### config.mk
export PLATFORM = sky130hd
export DESIGN_NAME = int_flag_ctrl
export DESIGN_NICKNAME = d
export VERILOG_FILES = /design/src/rtl/int_flag_ctrl.sv
export SDC_FILE = /design/constraint.sdc
export NUM_CORES = 1
export LEC_CHECK = 0
export CORE_MARGIN = 4
export CORE_UTILIZATION = 40
export CTS_CLUSTER_DIAMETER = 40
export DETAILED_ROUTE_END_ITERATION = 12
export PLACE_DENSITY = 0.77
export SLEW_MARGIN = 25
export SYNTH_ARGS = -nofsm -noshare
export SYNTH_HDL_FRONTEND = slang
export SYNTH_SLANG_ARGS = --single-unit
### constraint.sdc
create_clock -name CLK -period 1.77 [get_ports CLK]
set_clock_uncertainty 0.1 [all_clocks]
set_input_delay 0.531 -clock CLK [delete_from_list [all_inputs] [get_ports CLK]]
set_output_delay 0.531 -clock CLK [all_outputs]
set_load 0.03 [all_outputs]
### src/rtl/int_flag_ctrl.sv
// rtl/int_flag_ctrl.sv - interrupt entry/return sequencer owning the live C/Z flags and IE
//
// Holds the live carry and zero flags, applies ALU/control-unit flag ops,
// owns the interrupt-enable bit, pulses the shadow-register load on entry
// and restores C/Z from the shadow registers on return.
//
// Optional feature macro: INT_EDGE_DETECT_EN
//   defined   : INTR is edge-detected into a sticky pending latch (REQ = pending)
//   undefined : REQ is the raw INTR level
//
// Ports:
//   CLK, RST_N             clock, asynchronous active-low reset
//   INTR, INST_BOUND       interrupt request, instruction-boundary qualifier
//   C_SET, C_CLR, C_LD     carry ops (priority CLR > SET > LD), C_IN load data
//   Z_LD, Z_IN             zero-flag load and data
//   SEI, CLI               set / clear interrupt enable (CLI wins)
//   RETI, RETI_IE          return strobe, IE value to restore
//   SHAD_C_Q, SHAD_Z_Q     shadow register outputs used on return
//   C_FLAG, Z_FLAG         live flags (also feed the shadow register inputs)
//   SHAD_LD, INT_ACK       asserted for the single SAVE cycle
//   IE, IN_ISR             interrupt enable, servicing indicator
//   INT_CNT                saturating count of interrupts taken
module int_flag_ctrl #(
  parameter int CNT_W = 8
) (
  input  logic             CLK,
  input  logic             RST_N,
  input  logic             INTR,
  input  logic             INST_BOUND,
  input  logic             C_SET,
  input  logic             C_CLR,
  input  logic             C_LD,
  input  logic             C_IN,
  input  logic             Z_LD,
  input  logic             Z_IN,
  input  logic             SEI,
  input  logic             CLI,
  input  logic             RETI,
  input  logic             RETI_IE,
  input  logic             SHAD_C_Q,
  input  logic             SHAD_Z_Q,
  output logic             C_FLAG,
  output logic             Z_FLAG,
  output logic             SHAD_LD,
  output logic             INT_ACK,
  output logic             IE,
  output logic             IN_ISR,
  output logic [CNT_W-1:0] INT_CNT
);

  typedef enum logic [1:0] {
    ST_IDLE = 2'd0,
    ST_SAVE = 2'd1,
    ST_ISR  = 2'd2
  } state_e;

  localparam logic [CNT_W-1:0] CNT_MAX = {CNT_W{1'b1}};

  state_e           state_q, state_d;
  logic             c_q, c_d;
  logic             z_q, z_d;
  logic             ie_q, ie_d;
  logic [CNT_W-1:0] cnt_q, cnt_d;

  logic req;
  logic take;
  logic restore;

  assign take    = (state_q == ST_IDLE) && ie_q && req && INST_BOUND;
  assign restore = (state_q == ST_ISR) && RETI;

`ifdef INT_EDGE_DETECT_EN
  logic intr_q;
  logic pend_q, pend_d;

  // A rising edge seen in the same cycle as entry keeps the latch set so
  // that the newer request is not lost behind the one being taken.
  always_comb begin
    pend_d = (pend_q && !take) || (INTR && !intr_q);
  end

  always_ff @(posedge CLK or negedge RST_N) begin
    if (!RST_N) begin
      intr_q <= 1'b0;
      pend_q <= 1'b0;
    end else begin
      intr_q <= INTR;
      pend_q <= pend_d;
    end
  end

  assign req = pend_q;
`else
  assign req = INTR;
`endif

  always_comb begin
    state_d = state_q;
    c_d     = c_q;
    z_d     = z_q;
    ie_d    = ie_q;
    cnt_d   = cnt_q;

    case (state_q)
      ST_IDLE: if (take) state_d = ST_SAVE;
      ST_SAVE: state_d = ST_ISR;
      ST_ISR:  if (RETI) state_d = ST_IDLE;
      default: state_d = ST_IDLE;
    endcase

    // Flags are frozen during SAVE so the shadow captures a stable value.
    if (state_q == ST_SAVE) begin
      if (cnt_q != CNT_MAX) cnt_d = cnt_q + CNT_W'(1);
    end else if (restore) begin
      c_d = SHAD_C_Q;
      z_d = SHAD_Z_Q;
    end else begin
      if (C_CLR)      c_d = 1'b0;
      else if (C_SET) c_d = 1'b1;
      else if (C_LD)  c_d = C_IN;
      if (Z_LD)       z_d = Z_IN;
    end

    // IE is forced low from the entry edge through the end of SAVE.
    if (take || (state_q == ST_SAVE)) ie_d = 1'b0;
    else if (restore)                 ie_d = RETI_IE;
    else if (CLI)                     ie_d = 1'b0;
    else if (SEI)                     ie_d = 1'b1;
  end

  always_ff @(posedge CLK or negedge RST_N) begin
    if (!RST_N) begin
      state_q <= ST_IDLE;
      c_q     <= 1'b0;
      z_q     <= 1'b0;
      ie_q    <= 1'b0;
      cnt_q   <= '0;
    end else begin
      state_q <= state_d;
      c_q     <= c_d;
      z_q     <= z_d;
      ie_q    <= ie_d;
      cnt_q   <= cnt_d;
    end
  end

  assign C_FLAG  = c_q;
  assign Z_FLAG  = z_q;
  assign IE      = ie_q;
  assign INT_CNT = cnt_q;
  assign SHAD_LD = (state_q == ST_SAVE);
  assign INT_ACK = (state_q == ST_SAVE);
  assign IN_ISR  = (state_q != ST_IDLE);

endmodule

# After elaboration in Yosys (flattened, before gate mapping)
# Cells that the tools add are included.
# W data, S select, Z words.
# totals
ff_bits	13
input_bits	16
output_inout_bits	14
word_cells	39
# op_classes
add_sub_neg	1
n_eq_ne	5
muxes	13
bitwise_logic	1
reduce_logical	14
# ops
cell	count
$mux W1	10
$add A8 B1 Y8 const B	1
$ne A8 B8 Y1 const B	1
$reduce_and A2 Y1	4
$reduce_bool A4 Y1	2
$pmux W2 S3	1
$logic_and A1 B1 Y1	4
$mux W2	2
$ne A2 B2 Y1 const B	2
$reduce_bool A2 Y1	2
$eq A2 B1 Y1 const B	1
$eq A2 B2 Y1 const B	1
$logic_not A2 Y1	1
$logic_or A1 B1 Y1	1
$not A1 Y1	1

# Logic depth before layout (Yosys ltp)
# Gate-level depths: netlist of the first run.
# depth
word_depth	6
ltp_mapped	5
depth_no_buf	5

# Worst setup path before layout of the first run
# Ideal clock, no wire load.
# synth_timing
path_type	register to register
startpoint	register cnt_q[0] (netlist: INT_CNT[0])
endpoint	register cnt_q[1] (netlist: INT_CNT[1])
setup_time_ns	0.125
t_arrival_ns	1.478
required_time_ns	1.545
slack_ns	0.067
stages_incl_launch_ff	5
path_buffers	0
synth_period_minus_slack_ns	1.703
cell_sequence	dfrtp_1 ha_1 and2_4 a41o_1 mux2_4
# synth_via
elab_chain_cells	2
word_cells_on_any_way	3
cone_classes	add/sub (1); eq/ne (1); reduce/logical (1)
# synth_rtl
element	line_no	source
start: declaration	63	logic [CNT_W-1:0] cnt_q, cnt_d;
start signal: assignment	143	cnt_q <= cnt_d;
branches (longest 2 deep; another with $add A8 B1 Y8)	--	
# Several ways; the timed one is not identified.
# A chain may end at the register's enable or synchronous reset.

# Final worst setup path of the first run
# layout_timing
startpoint	register state_q[1]
endpoint	output port INT_ACK
# layout_via
elab_chain_cells	1
# layout_rtl
element	line_no	source
start: declaration	59	state_e state_q, state_d;
start signal: assignment	139	state_q <= state_d;
$eq A2 B1 Y1	152	assign INT_ACK = (state_q == ST_SAVE);
end: declaration	45	output logic INT_ACK,
# No other way between the ends.

==> flow_summary.yaml, run 1 <==
detailed_routing:
  drt_iter0_markers: 3
  viasPerCell: 5.195
  num_vias: 665
  drt-total-wl_um: 1733
  drc_errors: 0
  drt-wirelength-per-cell_um: 13.54
  drtPass1Iterations: 4
  ant_nets: 0
layout:
  final_layout_size_suffix_gt1_frac: 0.2768
  syn_to_final_growth_pct: 62.36
  num-nets-final: 130
  fillers: 133
  antennaDiodeCount: 0
  final_cells: 128
  final_common_cell: "clkdlybuf4s50_1"
  final_cell_mix: "15 x clkdlybuf4s50_1, 13 x dfrtp_1, 13 x buf_4, 8 x dlygate4sd2_1"
  stdcell_area_sq_mm: 0.001117
status:
  failed_checks: "setup timing"
  status: "finished, violations left"
clocking:
  h-tree-depth: 1
  root_buffer: "clkbuf_4"
  clock_sinks: 13
  clk_pin_slew_worst_paths_ps: 80
  clock_path_buffers: 2
  cts_tree: "yes"
  clkLatencyLatePin_ps: 270
  cts_buffers: 3
  hold_buffers: 0
synth:
  syn-cell-area_sq_um: 688.2
  syn_nets: 86
  synth-simple-area-share: 0.2582
  ys.warnings.count: 0
  synth_top_family_by_area: "simple AND/OR/NAND/NOR gates"
  ys_types: 29
  synth-xor-area-share: 0.02545
  yosysSeqAreaShare: 0.4727
  synth_compound_area_frac: 0.1073
  synth.avg_cell_area_sq_um: 9.973
  synth.area.mux_share: 0.08364
  syn_inst: 69
  synth-seq-cells: 13
  yosys.area_share.adder: 0.01818
sta:
  finalMaxSlewViolations: 0
  worst_slack_ps: -8.261
  max_freq_mhz: 562.3
  finalCritPeriodShare: 1.005
  grt_setup_unrepaired: "yes"
  slew_headroom: 0.7922
  worst_pin_slew_ps: 313.0
  setup_viol: 2
  final.min_clock_period_ps: 1778
  finalHoldViolations: 0
place:
  port_buffers: 29
  gp_congestion: 0.7817
  pre_cts_ws_ps: -132.9
  place.detailed.hpwl_um: 1322
  postPlaceCellArea_sq_mm: 0.001044
  place_inst: 121
setup_path:
  critPathMaxFanout: 4
  worstSetupPathType: "reg2out"
  end_kind: "output pin"
  crit_arrival_ps: 1150
  required_ps: 1140
  cp-start-kind: "flip-flop"
  reg2regPathDepth: 6
min_path:
  holdPathStages: 2
  hp-class: "reg2reg"
pwr:
  powerDensity_mw_per_mm2: 907.9
  vdd_drop_max_v: 0.0005265
  p_leak_nw: 0.5498
grt:
  antenna_found_initial: 0
  grt_max_degree: 14
  grtUsageTotal: 0.1547
  grt_overflow: 0
  grt_pass1_wl_um: 2918
  grt_pass1_vias: 686
floorplan:
  die_h_um: 49.48
  initial_core_util: 0.4414
  dieArea_sq_mm: 0.002448
  rows: 14
  die_w_um: 49.48
  io-pin-count: 30
  core_area_sq_mm: 0.001559
job:
  maxCapViolations: 0
## synthesized netlist by cell type
cell | number | area [sq um]
o211ai_1 | 2 | 15.01
xnor2_1 | 1 | 8.760
nor3_1 | 2 | 10.01
mux2_1 | 2 | 22.52
clkbuf_2 | 1 | 5.000
o22ai_1 | 1 | 6.260
nor2_1 | 6 | 22.52
o21ai_0 | 1 | 5.000
nand2_1 | 6 | 22.52
a21oi_1 | 5 | 25.02
nand3_1 | 4 | 20.02
a31oi_1 | 2 | 12.51
nor2b_1 | 1 | 6.260
buf_4 | 1 | 7.510
mux2_4 | 1 | 15.01
dfrtp_1 | 13 | 325.3
and3_4 | 2 | 22.52
or2_2 | 1 | 6.260
nand2b_4 | 1 | 13.76
ha_1 | 1 | 12.51
inv_1 | 2 | 7.510
and2b_1 | 1 | 7.510
nand2b_1 | 4 | 25.02
nand4_1 | 2 | 12.51
inv_2 | 1 | 3.750
mux2i_1 | 2 | 20.02
and2_4 | 1 | 8.760
a41o_1 | 1 | 10.01
xor2_1 | 1 | 8.760
## final timing paths
| check | startpoint | slack (ps) | end |
|---|---|---|---|
| min in group asynchronous | RST_N | 470 | INT_CNT[4]$_DFFE_PN0P_ |
| min | state_q[0]$_DFFE_PN0P_ | 460 | state_q[0]$_DFFE_PN0P_ |
| min reg2reg | state_q[0]$_DFFE_PN0P_ | 460 | state_q[0]$_DFFE_PN0P_ |
| max | state_q[1]$_DFFE_PN0P_ | -8 | INT_ACK |
| max in group asynchronous | RST_N | 940 | INT_CNT[6]$_DFFE_PN0P_ |
| max reg2reg | state_q[1]$_DFFE_PN0P_ | 50 | INT_CNT[1]$_DFFE_PN0P_ |
## report_power, final
part / total (W) / internal [W] / switching [W]
registers: 0.000400 / 0.000349 / 0.0000502
clock network: 0.000182 / 0.0000873 / 0.0000944
logic: 0.000433 / 0.000202 / 0.000231
## cells by family (layout without fill, tap and decap cells)
| family | after synthesis | count (layout) |
|---|---|---|
| flops | 13 | 13 |
| simple gates | 31 | 31 |
| fa+ha+maj | 1 | 1 |
| compound gates | 12 | 12 |
| buf+inv | 5 | 48 |
| xor+xnor | 2 | 2 |
| mux | 5 | 5 |
## area by class of cell
class,instances,area (sq um),share of cell area
Clock buffer,4,26.28,0.02352
Multi-Input combinational cell,51,359.1,0.3214
Inverter,3,13.76,0.01232
Sequential cell,13,325.3,0.2912
Timing Repair Buffer,41,372.9,0.3337
Tap cell,16,20.02,0.01792
## sequential cells by signal (all words and copies together), names as in the netlist
register  flops
Z_FLAG        1
C_FLAG        1
INT_CNT       8
state_q       2
IE            1
## worst max-delay path, cell delays in order, from the launching register on
cell,delay [ps]
dfrtp_1,410
buf_6,130
nand2b_4,150
inv_4,70
buf_6,120
## repair_timing
item	in CTS	in global routing
gates cloned	0	0
buffers inserted	3	1
endpoints found under the setup margin	12	7
resized for setup	15	12
pin swaps	0	0
## metal layers
layer  vias up  global-route usage  part of all wire
li1        329                   -                 -
met1       311              0.1657              0.40
met2        23              0.2835              0.53
met3         2             0.03614             0.070
met4         0             0.07373            0.0081
met5         -                   0                 0
## per-stage QoR
step                      utilization  hold slack, ps  total power, W  setup TNS [ps]
after floorplan                     -           135.4       0.0006345               0
after global placement         0.6693           421.6       0.0008378          -121.0
after detailed placement       0.6693           429.6       0.0008522          -132.9
after CTS                      0.6958           446.4        0.001015          -146.8
after global routing           0.7167           492.0        0.001077          -97.45
final                          0.7167           462.2        0.001014          -15.98
Power figures use the tool's default switching activity.
==> inputs of run 2 (changes only) <==
--- a/config.mk
+++ b/config.mk
@@ -6,10 +6,10 @@
 export NUM_CORES = 1
 export LEC_CHECK = 0
 export CORE_MARGIN = 4
-export CORE_UTILIZATION = 40
+export CORE_UTILIZATION = 30
 export CTS_CLUSTER_DIAMETER = 40
+export CTS_CLUSTER_SIZE = 20
 export DETAILED_ROUTE_END_ITERATION = 12
-export PLACE_DENSITY = 0.77
 export SLEW_MARGIN = 25
 export SYNTH_ARGS = -nofsm -noshare
 export SYNTH_HDL_FRONTEND = slang
==> constraint.sdc (replaced) <==
create_clock -name CLK -period 2.2 [get_ports CLK]
set_clock_uncertainty 0.1 [all_clocks]
set_input_delay 0.66 -clock CLK [delete_from_list [all_inputs] [get_ports CLK]]
set_output_delay 0.66 -clock CLK [all_outputs]
set_load 0.03 [all_outputs]
==> flow_summary.yaml, run 2 (synthesis results as in run 1) <==
status:
  status: "complete, no violations"
grt:
  antenna_found_initial: 0
  grt_pass1_wl_um: 2435
  use_met1: 0.1103
  grt_max_degree: 14
  grt_use_met2: 0.1655
  busiest_layer: "met2"
  grt_overflow: 0
  grtUsageTotal: 0.09749
  grt_use_met3: 0.03480
  grt_pass1_vias: 602
layout:
  syn_to_final_growth_pct: 51.82
  antennaDiodeCount: 0
  final_layout_size_suffix_gt1_frac: 0.1176
  final_common_cell: "clkdlybuf4s50_1"
  final_cell_mix: "21 x clkdlybuf4s50_1, 13 x dfrtp_1, 6 x nand2_1, 6 x nor2_1, 5 x a21oi_1"
  largest_reg_flops: 8
  num-nets-final: 120
setup_path:
  cp_cell_sequence: "clkdlybuf4s50_1"
  cp-start-kind: "flip-flop"
  cp_num_buf_inv: 1
  critPathMaxFanout: 5
  end_kind: "output pin"
  worstSetupPathType: "reg2out"
  critPathTopFamily: "buffers and inverters"
  cpMaxStageDelayCell: "clkdlybuf4s50_1"
  reg2regPathDepth: 4
  required_ps: 1440
  r2r_end: "INT_CNT[1]$_DFFE_PN0P_"
  ff2ff_setup_slack_ps: 570
  slowest_delay_ps: 690
  crit_arrival_ps: 1390
  reg2reg_from: "INT_CNT[0]$_DFFE_PN0P_"
job:
  maxCapViolations: 0
pwr:
  p_int_w: 0.0005009
  p_leak_nw: 0.5254
  pwr-share-clk: 0.190
  power_frac_comb: 0.391
  total_power_w: 0.0007906
  p_seq_frac: 0.419
  vdd_drop_max_v: 0.0003536
  p_sw_frac: 0.3665
  p_sw_w: 0.0002897
  powerDensity_mw_per_mm2: 756.7
sta:
  worst_pin_slew_ps: 339.4
  finalHoldViolations: 0
  max_freq_mhz: 464.4
  grt_setup_unrepaired: "no"
  setup_viol: 0
  slew_headroom: 0.7734
  final.min_clock_period_ps: 2153
  finalMaxSlewViolations: 0
  finalCritPeriodShare: 0.9788
  fin_setup_tns_ps: 0
clocking:
  cts_setup_buffers: 0
  clkLatencyLatePin_ps: 280
  clock_path_buffers: 2
  cts_buffers: 3
  clock_sinks: 13
  cts_tree: "yes"
  clk_pin_slew_worst_paths_ps: 80
  hold_buffers: 0
  h-tree-depth: 1
  root_buffer: "clkbuf_4"
detailed_routing:
  drt-total-wl_um: 1491
  viasPerCell: 4.723
  ant_nets: 0
  drtPass1Iterations: 2
  drt-wirelength-per-cell_um: 11.47
  drt_iter0_markers: 1
  num_vias: 614
  drc_errors: 0
floorplan:
  die_w_um: 55.90
  dieArea_sq_mm: 0.003124
  rows: 17
  die_h_um: 55.90
  core_area_sq_mm: 0.002191
  initial_core_util: 0.3141
  io-pin-count: 30
min_path:
  holdPathStages: 1
  hp-start: "INT_CNT[5]$_DFFE_PN0P_"
  whs_endpoint: "INT_CNT[5]$_DFFE_PN0P_"
  hp-class: "reg2reg"
place:
  port_buffers: 29
  place.detailed.hpwl_um: 1195
  gp_congestion: 0.7128
## run 2: final cells by class
class	instances	area (sq um)
fill	222	1146
multi-input combinational	51	339.1
sequential	13	325.3
timing repair buffer	31	307.8
tap	28	35.03
clock buffer	4	26.28
inverter	3	11.26
## run 2: routing by layer
layer  vias up  share of wire
met4         0         0.0094
li1        306              -
met2        24           0.47
met1       282           0.42
met3         2          0.095
met5         -              0
## run 2: timing repair
| item | in CTS | in global routing |
|---|---|---|
| endpoints found under the setup margin | 5 | 4 |
| endpoints found under the hold margin | 0 | 0 |
| resized for setup | 5 | 4 |
## run 2: worst max-delay path by stage
stage	startpoint	end	slack (ps)	depth (start not counted)
finish	INT_CNT[2]$_DFFE_PN0P_	INT_CNT[2]	50	1
global route	state_q[0]$_DFFE_PN0P_	IN_ISR	0.8	2
CTS	INT_CNT[0]$_DFFE_PN0P_	INT_CNT[0]	6	1
detailed placement	state_q[0]$_DFFE_PN0P_	IN_ISR	120	2
global placement	state_q[0]$_DFFE_PN0P_	IN_ISR	130	2
floorplan	INT_CNT[0]$_DFFE_PN0P_	INT_CNT[1]$_DFFE_PN0P_	500	4
## run 2: power groups by stage
stage / logic [W] / clock network, W / registers [W]
CTS: 0.000316 / 0.000154 / 0.000333
floorplan: 0.000109 / 0 / 0.000401
global placement: 0.000319 / 0 / 0.000335
detailed placement: 0.000322 / 0 / 0.000337
global route: 0.000329 / 0.000169 / 0.000340
finish: 0.000309 / 0.000150 / 0.000331
## run 2: stage by stage
stage	util	cells	area, sq um	hold slack [ps]	setup WS (ps)
floorplan	-	69	688.2	264.4	496.9
global placement	0.4637	126	1016	429.6	126.6
detailed placement	0.4637	126	1016	439.5	116.7
CTS	0.4729	130	1036	452.9	5.765
global route	0.4769	130	1045	484.2	0.7891
finish	0.4769	130	1045	441.1	46.69
==> inputs of run 3 (changes only) <==
--- a/config.mk
+++ b/config.mk
@@ -5,11 +5,13 @@
 export SDC_FILE = /design/constraint.sdc
 export NUM_CORES = 1
 export LEC_CHECK = 0
+export ABC_AREA = 1
 export CORE_MARGIN = 4
 export CORE_UTILIZATION = 30
 export CTS_CLUSTER_DIAMETER = 40
 export CTS_CLUSTER_SIZE = 20
 export DETAILED_ROUTE_END_ITERATION = 12
+export RECOVER_POWER = 50
 export SLEW_MARGIN = 25
 export SYNTH_ARGS = -nofsm -noshare
 export SYNTH_HDL_FRONTEND = slang
==> flow_summary.yaml, run 3 <==
place:
  gp_congestion: 0.7224
  port_buffers: 29
  place.detailed.hpwl_um: 1326
setup_path:
  worstSetupPathType: "reg2out"
  critPathMaxFanout: 3
  cp-start-kind: "flip-flop"
  cp_num_buf_inv: 1
  ff2ff_setup_slack_ps: 390
  end_kind: "output pin"
  cp_cell_sequence: "clkdlybuf4s50_1"
  required_ps: 1440
  cpMaxStageDelayCell: "clkdlybuf4s50_1"
  crit_arrival_ps: 1350
  reg2regPathDepth: 8
  r2r_end: "INT_CNT[4]$_DFFE_PN0P_"
  reg2reg_from: "INT_CNT[0]$_DFFE_PN0P_"
  critPathTopFamily: "buffers and inverters"
  path_depth: 1
  startpoint: "IE$_DFFE_PN0P_"
  slowest_delay_ps: 690
  cp-endpoint: "IE"
synth:
  syn-cell-area_sq_um: 759.5
  yosys-top-cells-count: "43 x nand2_1, 13 x dfrtp_1, 10 x inv_1"
  netlist.area_leader.share: 0.4283
  synth.most_common_cell: "nand2_1"
  ys.warnings.count: 0
  synth-seq-cells: 13
  ys_async_sr_fraction: 1.000
  yosysSeqAreaShare: 0.4283
  syn_inst: 103
  synth_edf_count: 0
  syn_nets: 120
  synth_top_area_cell: "dfrtp_1"
  synthFlopType: "dfrtp_1"
  synthTopCellsByArea: "dfrtp_1 43%, nand2_1 21%, inv_1 4.9%, nand3_1 4.0%, nor2_1 4.0%"
  ys_types: 20
  synth.avg_cell_area_sq_um: 7.374
sta:
  finalCritPeriodShare: 0.9575
  slew_headroom: 0.5270
  worst_pin_slew_ps: 709.4
  fin_setup_tns_ps: 0
  grt_setup_unrepaired: "no"
  final.min_clock_period_ps: 2107
  setup_viol: 0
  finalMaxSlewViolations: 0
  finalHoldViolations: 0
  max_freq_mhz: 474.7
grt:
  use_met1: 0.1250
  grt_max_degree: 14
  grt_pass1_wl_um: 2732
  grtUsageTotal: 0.1049
  grt_pass1_vias: 681
  grt_use_met3: 0.04825
  grt_overflow: 0
  antenna_found_initial: 0
  busiest_layer: "met2"
  grt_use_met2: 0.1691
floorplan:
  rows: 17
  io-pin-count: 30
  dieArea_sq_mm: 0.003401
  die_h_um: 58.32
  die_w_um: 58.32
  initial_core_util: 0.3276
  core_area_sq_mm: 0.002318
detailed_routing:
  viasPerCell: 4.409
  drt_iter0_markers: 11
  drtPass1Iterations: 4
  drt-wirelength-per-cell_um: 10.02
  num_vias: 723
  drc_errors: 0
  ant_nets: 0
  drt-total-wl_um: 1644
clocking:
  cts_buffers: 3
  clock_path_buffers: 2
  clkLatencyLatePin_ps: 270
  clock_sinks: 13
  clk_pin_slew_worst_paths_ps: 80
  h-tree-depth: 1
  hold_buffers: 0
  root_buffer: "clkbuf_4"
  cts_tree: "yes"
layout:
  num-nets-final: 154
  final_cell_mix: "44 x nand2_1, 15 x clkdlybuf4s50_1, 13 x dfrtp_1, 10 x inv_1, 9 x nor2_1"
  utilization: 0.4717
  largest_reg_flops: 8
  final_layout_size_suffix_gt1_frac: 0.08088
  antennaDiodeCount: 0
  final_common_cell: "nand2_1"
  syn_to_final_growth_pct: 43.99
min_path:
  hp-class: "reg2reg"
pwr:
  vdd_drop_max_v: 0.0003894
  p_leak_nw: 0.6660
  powerDensity_mw_per_mm2: 705.8
status:
  status: "complete, no violations"
job:
  maxCapViolations: 0
[run 3: cell types whose count changed in the layout (fill, tap and decap cells not counted), sizes merged, moves of 3 or more]
cell,change
nand2,+40
inv,+10
clkdlybuf4s50,-6
nand2b,-5
dlymetal6s2s,+4
nor2,+4
o21ai,+4
a21oi,-3
dlygate4sd3,+3
mux2,-3
[run 3: routing by layer]
metal	wire, um	up-vias
li1	-	384
met5	0	-
met3	172	0
met2	793	24
met1	678	315
met4	0	0
[run 3: metrics by stage]
step                 power, W  hold WS, ps  std cells  setup WS, ps  area (sq um)
CTS                 0.0007985        441.1        164         1.762          1104
global route        0.0008388        463.9        164         19.69          1094
finish              0.0007718        438.9        164         93.48          1094
floorplan           0.0005137        264.4        103         454.5         759.5
global placement    0.0006497        434.8        160         283.3          1080
detailed placement  0.0006528        428.4        160         270.7          1080
[run 3: report_power, final]
group	switching, W	total, W	internal (W)
sequential	0.0000487	0.000328	0.000279
clock	0.0000801	0.000150	0.0000702
combinational	0.000167	0.000294	0.000127
[run 3: how the worst min path moves through the flow]
stage                      startpoint  slack [ps]  cells past startpoint                      to
3_5_place_dp       Z_FLAG$_DFFE_PN0P_         430                      2      Z_FLAG$_DFFE_PN0P_
4_1_cts            Z_FLAG$_DFFE_PN0P_         440                      2      Z_FLAG$_DFFE_PN0P_
3_3_place_gp   INT_CNT[5]$_DFFE_PN0P_         430                      2  INT_CNT[5]$_DFFE_PN0P_
2_1_floorplan                   RST_N         260                      0      C_FLAG$_DFFE_PN0P_
6_report           Z_FLAG$_DFFE_PN0P_         440                      2      Z_FLAG$_DFFE_PN0P_
5_1_grt            Z_FLAG$_DFFE_PN0P_         460                      2      Z_FLAG$_DFFE_PN0P_
[run 3: what timing repair did]
| action | 4_1_cts | 5_1_grt |
|---|---|---|
| resized for setup | 2 | 7 |
| endpoints found under the setup margin | 2 | 7 |
| setup buffers | 0 | 0 |
[run 3: cells by family after synthesis]
kind of cell	share of synthesized area
adder cells (fa/ha/maj)	0.01647
AO/OA/AOI/OAI	0.05437
buffers and inverters	0.07745
flip-flops	0.4283
AND/OR/NAND/NOR	0.3888
XOR/XNOR	0.03460
[run 3: final cells by class]
| cell class | count | area [sq um] |
|---|---|---|
| timing repair buffer | 30 | 304.0 |
| multi-input combinational | 76 | 351.6 |
| tap | 28 | 35.03 |
| fill | 237 | 1225 |
| inverter | 13 | 51.30 |
| clock buffer | 4 | 26.28 |
| sequential | 13 | 325.3 |
